`src/rtl/ast_alert_ctrl.sv`:
```
// ast_alert_ctrl: four-phase differential alert handshake for NumAlerts senders through a single
// round-robin engine, with per-channel integrity checking and sticky error flags.
// Optional feature macro: AST_ALERT_CTRL_PING_EN compiles in the periodic liveness-ping scheduler.
module ast_alert_ctrl #(
  parameter int unsigned NumAlerts  = 2,
  parameter int unsigned PingPeriod = 1024,
  parameter int unsigned Timeout    = 16
) (
  input  logic                 clk_i,
  input  logic                 rst_i,
  input  logic                 en_i,
  input  logic                 clr_i,
  input  logic [NumAlerts-1:0] alert_p_i,
  input  logic [NumAlerts-1:0] alert_n_i,
  output logic [NumAlerts-1:0] ack_p_o,
  output logic [NumAlerts-1:0] ack_n_o,
  output logic [NumAlerts-1:0] ping_p_o,
  output logic [NumAlerts-1:0] ping_n_o,
  output logic [NumAlerts-1:0] alert_evt_o,
  output logic [NumAlerts-1:0] integ_err_o,
  output logic [NumAlerts-1:0] ping_fail_o,
  output logic                 busy_o
);

  localparam int unsigned     IdxW    = (NumAlerts > 1) ? $clog2(NumAlerts) : 1;
  localparam int unsigned     TmoW    = $clog2(Timeout);
  localparam logic [IdxW-1:0] LastIdx = IdxW'(NumAlerts - 1);
  localparam logic [TmoW-1:0] TmoLast = TmoW'(Timeout - 1);

  if (NumAlerts < 1 || PingPeriod < 2 || Timeout < 2) begin : g_param_check
    $error("ast_alert_ctrl: illegal parameter value");
  end

  typedef enum logic [1:0] {StIdle, StAck, StRel} state_e;

  state_e               r_state, w_state_d;
  logic [IdxW-1:0]      r_ptr, w_ptr_d;      // last granted channel
  logic [IdxW-1:0]      r_idx, w_idx_d;      // channel owning the handshake
  logic [TmoW-1:0]      r_tmo, w_tmo_d;
  logic [NumAlerts-1:0] r_ack_p, w_ack_p_d, r_ack_n, w_ack_n_d;
  logic [NumAlerts-1:0] r_evt, w_evt_d, r_integ, w_integ_d, w_hs_err;
  logic                 r_busy;

  logic [NumAlerts-1:0] w_req, w_bad, w_gnt_oh, w_ping_p;
  logic [IdxW-1:0]      w_gnt_idx, w_cand;
  logic                 w_gnt_vld, w_grant, w_ping_hit;

  assign w_req      = alert_p_i & ~alert_n_i;
  assign w_bad      = ~(alert_p_i ^ alert_n_i);
  assign w_ping_hit = w_ping_p[w_gnt_idx];

  // Round-robin pick: first asserted channel after the last granted one.
  always_comb begin
    w_gnt_vld = 1'b0;
    w_gnt_idx = '0;
    w_cand    = '0;
    for (int unsigned i = 1; i <= NumAlerts; i++) begin
      w_cand = IdxW'((32'(r_ptr) + i) % NumAlerts);
      if (!w_gnt_vld && w_req[w_cand]) begin
        w_gnt_vld = 1'b1;
        w_gnt_idx = w_cand;
      end
    end
    w_gnt_oh            = '0;
    w_gnt_oh[w_gnt_idx] = 1'b1;
  end

  // Handshake next-state, ack drive, event pulse and integrity flag update.
  always_comb begin
    w_state_d = r_state;
    w_ptr_d   = r_ptr;
    w_idx_d   = r_idx;
    w_tmo_d   = r_tmo;
    w_ack_p_d = r_ack_p;
    w_ack_n_d = r_ack_n;
    w_evt_d   = '0;
    w_hs_err  = '0;
    w_grant   = 1'b0;
    unique case (r_state)
      StIdle: begin
        if (en_i && w_gnt_vld) begin
          w_state_d = StAck;
          w_ptr_d   = w_gnt_idx;
          w_idx_d   = w_gnt_idx;
          w_tmo_d   = '0;
          w_grant   = 1'b1;
          w_ack_p_d = w_gnt_oh;
          w_ack_n_d = ~w_gnt_oh;
          // A grant that answers an outstanding ping is not a genuine alert.
          if (!w_ping_hit) w_evt_d = w_gnt_oh;
        end
      end
      StAck: begin
        if (w_bad[r_idx] || !w_req[r_idx] || r_tmo == TmoLast) begin
          w_state_d = StRel;
          w_ack_p_d = '0;
          w_ack_n_d = '1;
          if (w_req[r_idx] || w_bad[r_idx]) w_hs_err[r_idx] = 1'b1;
        end else begin
          w_tmo_d = r_tmo + 1'b1;
        end
      end
      StRel: w_state_d = StIdle;
      default: w_state_d = StIdle;
    endcase
    // Set wins over clear.
    w_integ_d = (clr_i ? '0 : r_integ) | w_bad | w_hs_err;
  end

  // Handshake state and registered outputs.
  always_ff @(posedge clk_i or posedge rst_i) begin
    if (rst_i) begin
      r_state <= StIdle;
      r_ptr   <= LastIdx;
      r_idx   <= '0;
      r_tmo   <= '0;
      r_ack_p <= '0;
      r_ack_n <= '1;
      r_evt   <= '0;
      r_integ <= '0;
      r_busy  <= 1'b0;
    end else begin
      r_state <= w_state_d;
      r_ptr   <= w_ptr_d;
      r_idx   <= w_idx_d;
      r_tmo   <= w_tmo_d;
      r_ack_p <= w_ack_p_d;
      r_ack_n <= w_ack_n_d;
      r_evt   <= w_evt_d;
      r_integ <= w_integ_d;
      r_busy  <= (w_state_d != StIdle);
    end
  end

  assign ack_p_o     = r_ack_p;
  assign ack_n_o     = r_ack_n;
  assign alert_evt_o = r_evt;
  assign integ_err_o = r_integ;
  assign busy_o      = r_busy;

`ifdef AST_ALERT_CTRL_PING_EN
  localparam int unsigned     PerW    = $clog2(PingPeriod);
  localparam logic [PerW-1:0] PerLast = PerW'(PingPeriod - 1);

  logic [PerW-1:0]      r_pcnt, w_pcnt_d;
  logic [IdxW-1:0]      r_pptr, w_pptr_d;
  logic [TmoW-1:0]      r_ptmo, w_ptmo_d;
  logic [NumAlerts-1:0] r_ping_p, r_ping_n, w_ping_p_d, r_pfail, w_pfail_set, w_pptr_oh;
  logic                 w_pact_d;

  assign w_ping_p = r_ping_p;

  // Ping scheduler: count, issue, wait for grant or timeout, then move to the next channel.
  always_comb begin
    w_pcnt_d              = r_pcnt;
    w_pptr_d              = r_pptr;
    w_ptmo_d              = r_ptmo;
    w_pact_d              = |r_ping_p;
    w_pfail_set           = '0;
    w_pptr_oh             = '0;
    w_pptr_oh[r_pptr]     = 1'b1;
    if (!en_i) begin
      w_pcnt_d = '0;
      w_pact_d = 1'b0;
    end else if (|r_ping_p) begin
      if (w_grant && w_ping_hit) begin
        w_pact_d = 1'b0;
        w_pptr_d = (r_pptr == LastIdx) ? '0 : r_pptr + 1'b1;
      end else if (r_ptmo == TmoLast) begin
        w_pfail_set = w_pptr_oh;
        w_pact_d    = 1'b0;
        w_pptr_d    = (r_pptr == LastIdx) ? '0 : r_pptr + 1'b1;
      end else begin
        w_ptmo_d = r_ptmo + 1'b1;
      end
    end else if (r_pcnt == PerLast) begin
      w_pact_d = 1'b1;
      w_ptmo_d = '0;
      w_pcnt_d = '0;
    end else begin
      w_pcnt_d = r_pcnt + 1'b1;
    end
    // The pointer only moves when the ping drops, so it is stable while one is active.
    w_ping_p_d = w_pact_d ? w_pptr_oh : '0;
  end

  // Ping scheduler state and registered ping outputs.
  always_ff @(posedge clk_i or posedge rst_i) begin
    if (rst_i) begin
      r_pcnt   <= '0;
      r_pptr   <= '0;
      r_ptmo   <= '0;
      r_ping_p <= '0;
      r_ping_n <= '1;
      r_pfail  <= '0;
    end else begin
      r_pcnt   <= w_pcnt_d;
      r_pptr   <= w_pptr_d;
      r_ptmo   <= w_ptmo_d;
      r_ping_p <= w_ping_p_d;
      r_ping_n <= ~w_ping_p_d;
      r_pfail  <= (clr_i ? '0 : r_pfail) | w_pfail_set;
    end
  end

  assign ping_p_o    = r_ping_p;
  assign ping_n_o    = r_ping_n;
  assign ping_fail_o = r_pfail;
`else
  assign w_ping_p    = '0;
  assign ping_p_o    = '0;
  assign ping_n_o    = '1;
  assign ping_fail_o = '0;
`endif

endmodule

```
`config.mk`:
```
export PLATFORM = sky130hd
export DESIGN_NAME = ast_alert_ctrl
export DESIGN_NICKNAME = d
export VERILOG_FILES = /design/src/rtl/ast_alert_ctrl.sv
export SDC_FILE = /design/constraint.sdc
export NUM_CORES = 1
export LEC_CHECK = 0
export ABC_CLOCK_PERIOD_IN_PS = 1700
export CORE_MARGIN = 2
export CORE_UTILIZATION = 45
export DETAILED_ROUTE_END_ITERATION = 8
export PLACE_DENSITY = 0.75
export RECOVER_POWER = 25
export SKIP_CTS_REPAIR_TIMING = 1
export SLEW_MARGIN = 0
export SYNTH_ARGS = -nofsm -noshare
export SYNTH_HDL_FRONTEND = slang
export SYNTH_SLANG_ARGS = --single-unit
```
`constraint.sdc`:
```
create_clock -name clk_i -period 1.7 [get_ports clk_i]
set_input_delay 0.17 -clock clk_i [delete_from_list [all_inputs] [get_ports clk_i]]
set_output_delay 0.17 -clock clk_i [all_outputs]
set_load 0.01 [all_outputs]
```
==> out/results.ini, run 1 <==
[sta]
fin_crit_sh_pct = 94.42
final_hold_viol_count = 0
fin_crit_ps = 1605
rsz0062_at_grt = no
tightest_slew_ps = 633.5
setup_viol = 0
skew_ps = 4.539
fin_ws_ps = 94.79
max_freq_mhz = 623.0
slew_violations = 0
slew_headroom_pct = 57.72

[grt]
met2_usage_pct = 26.39
track_usage_pct = 16.25
grt_antenna_before_repair = 0
grt_pass1_vias = 648
grt_remaining_overflow = 0
grtUsageMet1_pct = 20.04
met3_usage_pct = 4.938
grt_pass1_wl_mm = 2.877
grt.busiest_layer = met2
grt_max_degree = 18

[worst_hold_path]
hold_class = in2async

[clocking]
cts.clk_slew.worst_paths_ps = 100
clock_path_buffers = 2
cts_root_buf = clkbuf_4
cts_max_level = 1
cts_buffers = 3
clock_latency_ps = 300
cts_tree = done
cts_sinks = 17

[drt]
dr.pass1.iters = 3
drt_iter0_markers = 3
vias = 659
via_per_inst = 4.741
drc = 0
drtAntennaViolNets = 0
wl_mm = 1.775
detail_route.wl_per_cell_um = 12.77

[placement]
globalplace.congestion = 0.7885
dpl-instance-area_um2 = 1096
pre_cts_slack_ps = -208.6
port_buffers = 16
dpl.hpwl_mm = 1.273

[pwr]
power.density_nw_per_um2 = 1333
p_sw_uw = 532.1
combPwrFrac_pct = 41.5
max-vdd-ir-drop_uv = 697.1
p_clk_share_pct = 14.5
p_sw_share_pct = 35.14
power_leakage_uw = 0.0005483
pwr-share-seq_pct = 44.0
internal_power_uw = 982.1

[layout]
final_core_utilization_pct = 59.74
drive_gt1_share_pct = 21.43
fin_nets = 128
fillers = 162
fin_area_um2 = 1136
diodes = 0
area_delta_synth_final_pct = 28.61

[synthesis]
syn_inst = 87
yosysTopAreaCell = dfrtp_1
ys_types = 27
ys.flop_type = dfrtp_1
synth_area_leaders = dfrtp_1, ha_1, dfstp_2, buf_4, inv_1
synth-async-reset-ratio_pct = 100.0
yosys.area.top_type_share_pct = 39.66
synth-edff-count = 0
synth_common_cells = dfrtp_1, inv_1, ha_1, nor2_1
syn_avg_cell_area_um2 = 10.15
yosysMostFrequentCell = dfrtp_1
yosysWarnings = 0
syn_area_um2 = 883.3
seq_area_frac_synth_pct = 48.58
ys_ff_latch = 17

[worst_setup_path]
critPathCaptureType = flip-flop
reg2reg_depth = 5
cp_max_fo = 5
worstSetupPathType = in2reg
rrSetupSlack_ps = 130
startpoint_type = primary input
cp.required_ps = 1900
cp.arrival_ps = 1800
r2r_end = r_tmo[0]$_DFFE_PP0P_
timing.rr.start = r_ptr$_DFFE_PP1P_

[run]
drv_cap = 0

[floorplan]
die-area_um2 = 2333
initial_utilization_pct = 46.45
placementRows = 16
io_pins = 23
dieHeight_um = 48.31
core-area_um2 = 1902
die_w_um = 48.31

[run_status]
status = finished clean

-- worst max-delay path: stages --
cell             delay (ps)
clkdlybuf4s50_1         480
inv_1                    70
ha_1                    200
or3_4                   380
and4_4                  210
and2_4                  150
a21o_1                  150
-- cells by family (layout without fill, tap and decap cells) --
logic type,after synthesis,in the layout,synth area share [%]
buffers and inverters,15,36,9.773
AND/OR/NAND/NOR,29,29,17.14
flip-flops,17,17,48.58
adder cells (fa/ha/maj),7,7,9.915
other,2,6,0.8502
AO/OA/AOI/OAI,14,14,10.06
multiplexers,3,3,3.683
-- metrics by stage --
step                      hold slack [ps]  std cells  TNS [ps]  power, uW
after floorplan                     93.88         91         0       1021
after global placement              462.6        135     -2168       1252
after detailed placement            482.1        135     -2329       1275
after CTS                           262.6        139         0       1497
after global routing                438.5        139         0       1622
final                               377.6        139         0       1514
-- state kept, by name (all words and copies together) (netlist names) --
name	cells
r_tmo	4
ack_n_o	2
ack_p_o	2
alert_evt_o	2
integ_err_o	2
r_state	2
busy_o	1
r_idx	1
r_ptr	1
-- cell usage in the layout, fill, tap and decap left out, types with 2 or more instances in the layout --
cell type / count
nand3b_1: 2
ha_1: 5
conb_1: 6
ha_2: 2
nor2_1: 7
clkbuf_4: 3
inv_1: 8
a21o_1: 2
dfstp_2: 3
clkdlybuf4s50_1: 15
nand2_1: 6
a21oi_1: 4
nand3_1: 5
mux2_2: 2
buf_4: 8
nor3_1: 3
dfrtp_1: 14
o21ai_0: 3
-- power by group through the flow --
stage | Combinational [uW] | Clock [uW] | Sequential [uW]
after global routing | 697 | 245 | 680
after CTS | 615 | 221 | 662
after floorplan | 343 | 0 | 678
after global placement | 592 | 0 | 660
final | 629 | 220 | 666
after detailed placement | 604 | 0 | 671
-- how the worst max path moves through the flow --
stage	startpoint	end	slack [ps]
final	alert_n_i[0]	ack_p_o[0]$_DFFE_PP0P_	90
after global routing	alert_n_i[1]	r_tmo[3]$_DFFE_PP0P_	4
after CTS	alert_n_i[0]	r_tmo[2]$_DFFE_PP0P_	50
after detailed placement	alert_n_i[0]	ack_p_o[0]$_DFFE_PP0P_	-210
after global placement	alert_n_i[1]	ack_p_o[0]$_DFFE_PP0P_	-200
after floorplan	r_ptr$_DFFE_PP1P_	ack_p_o[0]$_DFFE_PP0P_	150
-- area by class of cell --
type | count | area (um^2) | area share [%]
flip-flops and latches | 17 | 429.2 | 37.78
multi-input cells | 59 | 395.4 | 34.80
repair buffers | 24 | 220.2 | 19.38
well taps | 27 | 33.78 | 2.974
inverters | 8 | 30.03 | 2.643
clock buffers | 3 | 22.52 | 1.982
clock inverters | 1 | 5.005 | 0.4405
-- per-layer routing --
metal,wire length (um),vias to the layer above
met2,863,18
met1,800,311
met5,0,-
li1,-,328
met4,13,0
met3,97,2
(Power assumes the default switching activity.)
==> run 2: changes to the inputs <==
--- a/config.mk
+++ b/config.mk
@@ -5,11 +5,11 @@
 export SDC_FILE = /design/constraint.sdc
 export NUM_CORES = 1
 export LEC_CHECK = 0
-export ABC_CLOCK_PERIOD_IN_PS = 1700
+export ABC_CLOCK_PERIOD_IN_PS = 1300
 export CORE_MARGIN = 2
-export CORE_UTILIZATION = 45
+export CORE_UTILIZATION = 42
 export DETAILED_ROUTE_END_ITERATION = 8
-export PLACE_DENSITY = 0.75
+export PLACE_DENSITY = 0.73
 export RECOVER_POWER = 25
 export SKIP_CTS_REPAIR_TIMING = 1
 export SLEW_MARGIN = 0
==> constraint.sdc (replaced) <==
create_clock -name clk_i -period 1.3 [get_ports clk_i]
set_input_delay 0.13 -clock clk_i [delete_from_list [all_inputs] [get_ports clk_i]]
set_output_delay 0.13 -clock clk_i [all_outputs]
set_load 0.01 [all_outputs]
==> out/results.ini, run 2 (synthesis results as in run 1) <==
[sta]
rsz0062_at_grt = yes
skew_ps = 3.650
fin_crit_sh_pct = 118.4
slew_headroom_pct = 39.14
tns_ps = -2016
fin_crit_ps = 1539
tightest_slew_ps = 912.9
slew_violations = 0
setup_viol = 14
fin_ws_ps = -238.9
final_hold_viol_count = 0
max_freq_mhz = 649.8

[placement]
port_buffers = 16
dp_cells = 140
dpl.hpwl_mm = 1.280
dpl-instance-area_um2 = 1134
globalplace.congestion = 0.8216

[grt]
grt_remaining_overflow = 0
grt_antenna_before_repair = 0
grt_pass1_vias = 667
track_usage_pct = 14.88
grt_max_degree = 18
grt_pass1_wl_mm = 2.829

[clocking]
cts_root_buf = clkbuf_4
cts_tree = done
clock_path_buffers = 2
cts_buffers = 3
cts_sinks = 17
cts_max_level = 1
cts.clk_slew.worst_paths_ps = 100
clock_latency_ps = 280

[floorplan]
core-area_um2 = 1982
initial_utilization_pct = 44.57
dieHeight_um = 49.86
io_pins = 23
die_w_um = 49.86
die-area_um2 = 2486
placementRows = 16

[drt]
drt_iter0_markers = 6
via_per_inst = 4.745
detail_route.wl_per_cell_um = 12.74
vias = 688
dr.pass1.iters = 2
wl_mm = 1.847
wl_met1_um = 803
drtAntennaViolNets = 0
met2_length_um = 960
met3_length_um = 70
top_layer = met4
drc = 0

[worst_setup_path]
cp.required_ps = 1470
critPathCaptureType = flip-flop
startpoint_type = flip-flop
rrSetupSlack_ps = -240
cp_max_fo = 5
worstSetupPathType = reg2reg
cp.arrival_ps = 1710

[layout]
fin_area_um2 = 1222
drive_gt1_share_pct = 25.42
final_cell_mix = dfrtp_1, dlymetal6s2s_1, buf_4
fillers = 164
final_core_utilization_pct = 61.68
area_delta_synth_final_pct = 38.39
final_common_cell = dfrtp_1
multi_input_area_um2 = 404.1
finalNonFillerCells = 145
diodes = 0
fin_nets = 134
largest_reg_flops = 4
seqCellArea_um2 = 429.2
top_register = r_tmo

[run_status]
violations = negative setup slack
status = finished, violations left

[run]
drv_cap = 0

[pwr]
power.density_nw_per_um2 = 1646
power_leakage_uw = 0.0007078
max-vdd-ir-drop_uv = 987.4

[worst_hold_path]
hold_class = in2reg

-- run 2: final timing paths --
check                                         startpoint  depth (start not counted)                       end
worst max-delay path                   r_ptr$_DFFE_PP1P_                          4    ack_p_o[0]$_DFFE_PP0P_
worst min-delay path                        alert_n_i[1]                          4  integ_err_o[1]$_DFF_PP0_
worst max register to register         r_ptr$_DFFE_PP1P_                          4    ack_p_o[0]$_DFFE_PP0P_
worst min register to register  integ_err_o[0]$_DFF_PP0_                          2  integ_err_o[0]$_DFF_PP0_
max in group asynchronous                          rst_i                          3      r_tmo[0]$_DFFE_PP0P_
min in group asynchronous                          rst_i                          3    ack_p_o[1]$_DFFE_PP0P_
-- run 2: stage by stage --
step	hold WS, ps	power (uW)	worst slack [ps]
2_1_floorplan	53.88	1342	-231.2
3_3_place_gp	450.9	1694	-543.7
3_5_place_dp	458.5	1721	-578.1
4_1_cts	148.5	1995	-291.8
5_1_grt	229.6	2170	-282.9
6_report	216.9	2013	-238.9
-- run 2: area by class of cell --
class | instances | area share, %
sequential | 17 | 35.11
multi-input combinational | 59 | 33.06
timing repair buffer | 30 | 24.36
tap | 27 | 2.764
inverter | 8 | 2.457
clock buffer | 3 | 1.842
clock inverter | 1 | 0.4094
-- run 2: critical path: stages, from the launching register on --
cell and delay (ps):
dfstp_2 570, or3b_1 370, and4_4 180, and2_4 150, a21o_1 160
-- run 2: report_power, final --
| group | switching, uW | internal, uW |
|---|---|---|
| logic | 426 | 468 |
| clock network | 158 | 114 |
| registers | 111 | 736 |
| total | 695 | 1320 |
-- run 2: routing by layer --
| layer | vias up | GRT usage [%] |
|---|---|---|
| met4 | 0 | 4.167 |
| met1 | 328 | 19.84 |
| met2 | 15 | 24.44 |
| met3 | 2 | 3.030 |
| met5 | - | 0 |
| li1 | 343 | - |
==> run 3: changes to the inputs <==
--- a/config.mk
+++ b/config.mk
@@ -12,6 +12,7 @@
 export PLACE_DENSITY = 0.73
 export RECOVER_POWER = 25
 export SKIP_CTS_REPAIR_TIMING = 1
+export SKIP_LAST_GASP = 1
 export SLEW_MARGIN = 0
 export SYNTH_ARGS = -nofsm -noshare
 export SYNTH_HDL_FRONTEND = slang
==> results of run 3 <==
Same layout as run 2: the final DEF is identical, and so are final timing and power.
==> variant 1: new RTL, config.mk and constraints of run 3 <==
Set the parameter `Timeout` to 32 (it was 16).
--- a/src/rtl/ast_alert_ctrl.sv
+++ b/src/rtl/ast_alert_ctrl.sv
@@ -5,5 +5,5 @@
   parameter int unsigned NumAlerts  = 2,
   parameter int unsigned PingPeriod = 1024,
-  parameter int unsigned Timeout    = 16
+  parameter int unsigned Timeout    = 32
 ) (
   input  logic                 clk_i,
Check against the original RTL: no difference found for any inputs over 10 cycles, from zero or initial values and one cycle with rst_i high; that may be too few to reach the edited logic, so the function may still have changed.
==> variant 1 against run 3 <==
- the flow still finishes with violations (setup timing)
- sequential cell count grew 1
- maximum frequency down 18%
- sequential power is 2% higher
- utilization increased by 8.3 points
- cell area is 15% higher
- wire length up 12%
- highest routed layer unchanged
- global-route usage rose by 1.9 points
- synthesized area increased by 3.3%
- worst setup slack lost 340 ps
- total power is 16% higher
==> variant 1: results (changes against run 3) <==
- Drt pass-1 iters: 4 (+2)
- Max IR drop VDD: 1351 uV (+37%)
- Crit. Startpoint: r_tmo[1]
- Largest net degree at the start of global routing: 11 (-7)
- Total CTS buffers: 3 (unchanged)
- Worst path slowest cell: dfrtp_1
- DRT iter0 DRCs: 20 (+14)
- Worst skew pair latency: approximately 290 ps
- Routed len/inst: 14.50 um (+14%)
- First-pass GRT wire length: 3.084 mm (+9.0%)
- Most frequent cells after synthesis: 15 x dfrtp_1, 6 x buf_4, 6 x ha_1, 6 x inv_1, 4 x a22o_1
- Leak Pwr: 0.7512 nW (+6.1%)
- Fin Setup TNS: -7688 ps (-5672 ps)
- Max incr delay on CP: 410 ps (-160 ps)
- Failing checks: setup timing
- Finish-stage setup viols: 18 (+4)
- Final worst slack: -575.9 ps (-337.0 ps)
- Fill cells: 142 (-13%)
- Worst Hold Class: in -> async
- Outcome: finished, violations left
- Dpl hpwl: 1.509 mm (+18%)
- Clock Skew: 3.164 ps (-0.4857 ps)
- Distinct cells, synth: 31 (+15%)
- Path depth of the worst reg2reg path: 7 (+3)
- Final Instance Area: 0.001400 mm^2 (+15%)
- Vias in the first global route: 714 (+7.0%)
- Top post-synthesis cells by area: dfrtp_1 41%, dfstp_2 8.6%, ha_1 8.2%
- Worst setup path end: r_tmo[0]
- Placement Cell Area: 0.001240 mm^2 (+9.4%)
- Max reg flops: 5 (+1)
- Seq/Total Area, Yosys: 49.79% (+1.2 points)
- Setup WS pre-CTS: -635.7 ps (-57.61 ps)
- Final Non-Filler Cells: 143 (-1.4%)
- Nets: 131 (-2.2%)
- Syn Area/Cell: 11.85 um^2 (+17%)
- Worst EP arrival: 2060 ps (+350 ps)
- GRT Util Overall: 16.82% (+1.9 points)
- Hold slack final: 182.0 ps (-34.97 ps)
- Global placement routability congestion: 0.8110 (-1.3%)
==> variant 1: cell types whose count changed after synthesis, moves of 3 or more <==
| cell | change |
|---|---|
| nor2_1 | -4 |
| nand2_1 | -3 |
| nor2b_1 | +3 |
| nand3_1 | -3 |
| o21a_1 | +3 |
| a22o_1 | +4 |
| a21oi_1 | -3 |
| o21ai_0 | -3 |
==> variant 1: layout make-up <==
cell class | instances | area share, %
multi-input cells | 51 | 35.57
well taps | 27 | 2.413
repair buffers | 37 | 25.38
clock buffers | 4 | 2.592
inverters | 6 | 1.609
flip-flops and latches | 18 | 32.44
==> variant 1: layer usage <==
metal | share of wire [%] | vias to the layer above | global-route usage [%]
met5 | 0 | - | 0
met4 | 2.3 | 0 | 9.459
met3 | 3.1 | 4 | 2.083
met2 | 53 | 21 | 29.17
met1 | 42 | 332 | 20.00
li1 | - | 341 | -
==> variant 1: report_power, final <==
part           switching, W  total, W  internal (W)  leakage, nW
registers          0.000102  0.000865      0.000763        0.226
logic              0.000479   0.00112      0.000639        0.504
clock network      0.000171  0.000342      0.000171       0.0210
total              0.000753   0.00233       0.00157        0.751
==> variant 1: worst min-delay path by stage <==
stage / startpoint / to / cells after the start
CTS: rst_i / r_state[1] / 2
detailed placement: rst_i / r_state[0] / 2
finish: rst_i / r_state[1] / 2
floorplan: rst_i / ack_p_o[0] / 1
global route: rst_i / r_state[0] / 2
global placement: rst_i / r_state[1] / 2
==> variant 1: logic make-up after synthesis <==
kind of cell	Yosys count	synth area share, %
fa+ha+maj	6	8.230
compound gates	15	14.13
simple gates	21	15.78
buf+inv	12	7.407
other cells	2	0.8234
mux	3	3.840
flops	18	49.79
==> variant 2: new RTL, settings of run 3 <==
Made on the original files. Encoding of `state_e`: now one-hot (3 bits for 3 states).
--- a/src/rtl/ast_alert_ctrl.sv
+++ b/src/rtl/ast_alert_ctrl.sv
@@ -32,5 +32,5 @@
   end
 
-  typedef enum logic [1:0] {StIdle, StAck, StRel} state_e;
+  typedef enum logic [2:0] {StIdle = 3'b001, StAck = 3'b010, StRel = 3'b100} state_e;
 
   state_e               r_state, w_state_d;
Formal check against the unedited RTL: same outputs for any inputs over 10 cycles, from zero or initial values and one cycle with rst_i high; not proved beyond that.
==> variant 2 against run 3 <==
- the flow still finishes with violations (setup timing)
- synthesized area up 5.9%
- wire length is 1.1% higher
- worst setup slack better by 27 ps
- maximum frequency is 1.8% higher
- cell area increased by 16%
- clock power up 27%
- count of clock-buffer cells in the layout grew 1
- highest routed layer unchanged
- largest power group unchanged
- sequential cell count grew 1
- total power grew 16%
- critical path depth did not move
==> variant 2: results (changes against run 3) <==
- Root Driver: clkbuf_4
- Buffer depth of the longest clock path: 2 (unchanged)
- Fin Setup TNS: -2268 ps (-251.6 ps)
- Worst EP arrival: 1710 ps (about the same)
- Distinct cells, synth: 33 (+22%)
- H-Tree Depth: 1 (unchanged)
- Share of cells above drive strength 1: 42.24% (+17 points)
- Final worst slack: -211.9 ps (+26.93 ps)
- Max IR drop VDD: 1377 uV (+39%)
- Yosys warns: 0 (unchanged)
- Clock Skew: 1.745 ps (-1.904 ps)
- Drt pass-1 iters: 4 (+2)
- Seq/Total Area, Yosys: 48.66% (+0.080 points)
- Worst Hold Class: in -> reg
- Top post-synthesis cells by area: dfrtp_1 37%, dfstp_2 11%, ha_1 6.7%
- Top delay family on crit path: flip-flops
- # port buffers: 16 (unchanged)
- Placement Cell Area: 0.001199 mm^2 (+5.7%)
- Hold path start: alert_n_i[0]
- Outcome: finished, violations left
- Fill cells: 150 (-8.5%)
- Clock transition at path regs: 100 ps (about the same)
- Worst slew margin: 36.18% (-3.0 points)
- Synth async-reset ratio: 100.0% (unchanged)
- Worst path slowest cell: dfstp_2
- Failing checks: setup timing
- DRT iter0 DRCs: 5 (-1)
- ANT cells: 0 (unchanged)
- GRT Util Overall: 15.62% (+0.73 points)
- Total CTS buffers: 3 (unchanged)
- Max Fanout on Critical Path: 7 (+2)
- Leak Pwr: 0.7636 nW (+7.9%)
- Vias per cell: 4.861 (+2.5%)
- Initial antenna violation count: 0 (unchanged)
- Global placement routability congestion: 0.8146 (-0.85%)
- First-pass GRT wire length: 3.008 mm (+6.3%)
- Most frequent cells after synthesis: 14 x dfrtp_1, 7 x inv_1, 6 x buf_4
- Most common flop cell mapped by yosys: dfrtp_1
- Dpl hpwl: 1.409 mm (+10%)
- Biggest register: r_tmo
- Largest net degree at the start of global routing: 19 (+1)
- Max incr delay on CP: 550 ps (-20 ps)
- Crit. Startpoint: r_state[0]
- Finish-stage setup viols: 18 (+4)
- Top flop regs: r_tmo (4), r_state (3)
- Final Routed Wirelength: 1.867 mm (+1.1%)
- Worst skew pair latency: 300 ps (+20 ps)
- Vias in the first global route: 664 (-0.45%)
- Nets: 130 (-3.0%)
-- variant 2: report_power, final --
| part | leakage, nW | internal [W] | switching (W) |
|---|---|---|---|
| clock network | 0.0210 | 0.000171 | 0.000172 |
| registers | 0.223 | 0.000782 | 0.000121 |
| logic | 0.520 | 0.000622 | 0.000477 |
-- variant 2: cells by family (layout without fill, tap and decap cells) --
family                   after synthesis  count (layout)  synth area share [%]
buffers and inverters                 13              45                 7.620
other                                  2               6                0.8024
AO/OA/AOI/OAI                         14              14                 13.23
multiplexers                           5               5                 5.882
adder cells (fa/ha/maj)                5               5                 6.684
AND/OR/NAND/NOR                       22              22                 16.18
XOR/XNOR                               1               1                0.9360
flip-flops                            18              18                 48.66
-- variant 2: final timing paths --
kind	end	cells after the start	slack, ps
max	r_tmo[2]	4	-210
min	integ_err_o[0]	5	340
max reg2reg	r_tmo[2]	4	-210
min reg2reg	integ_err_o[0]	2	500
max in group asynchronous	r_idx	3	120
min in group asynchronous	alert_evt_o[1]	3	550
-- variant 2: layer usage --
metal	global-route usage [%]	share of wire (%)
met2	27.27	52
met4	6.306	2.5
met3	4.094	3.5
met1	18.01	42
met5	0	0
-- variant 2: cell type report --
type	instances	area [um^2]	share of cell area, %
multi-input cells	53	520.5	36.72
flip-flops and latches	18	456.7	32.22
repair buffers	34	342.8	24.18
clock buffers	4	36.28	2.560
well taps	28	35.03	2.471
inverters	7	26.28	1.853
-- variant 2: through the flow --
stage / cells / setup slack, ps / total power (W)
final: 144 / -211.9 / 0.002345
after floorplan: 84 / -171.9 / 0.001382
after global placement: 135 / -571.6 / 0.001792
after detailed placement: 135 / -617.1 / 0.001824
after CTS: 139 / -283.3 / 0.002164
after global routing: 144 / -270.1 / 0.002498
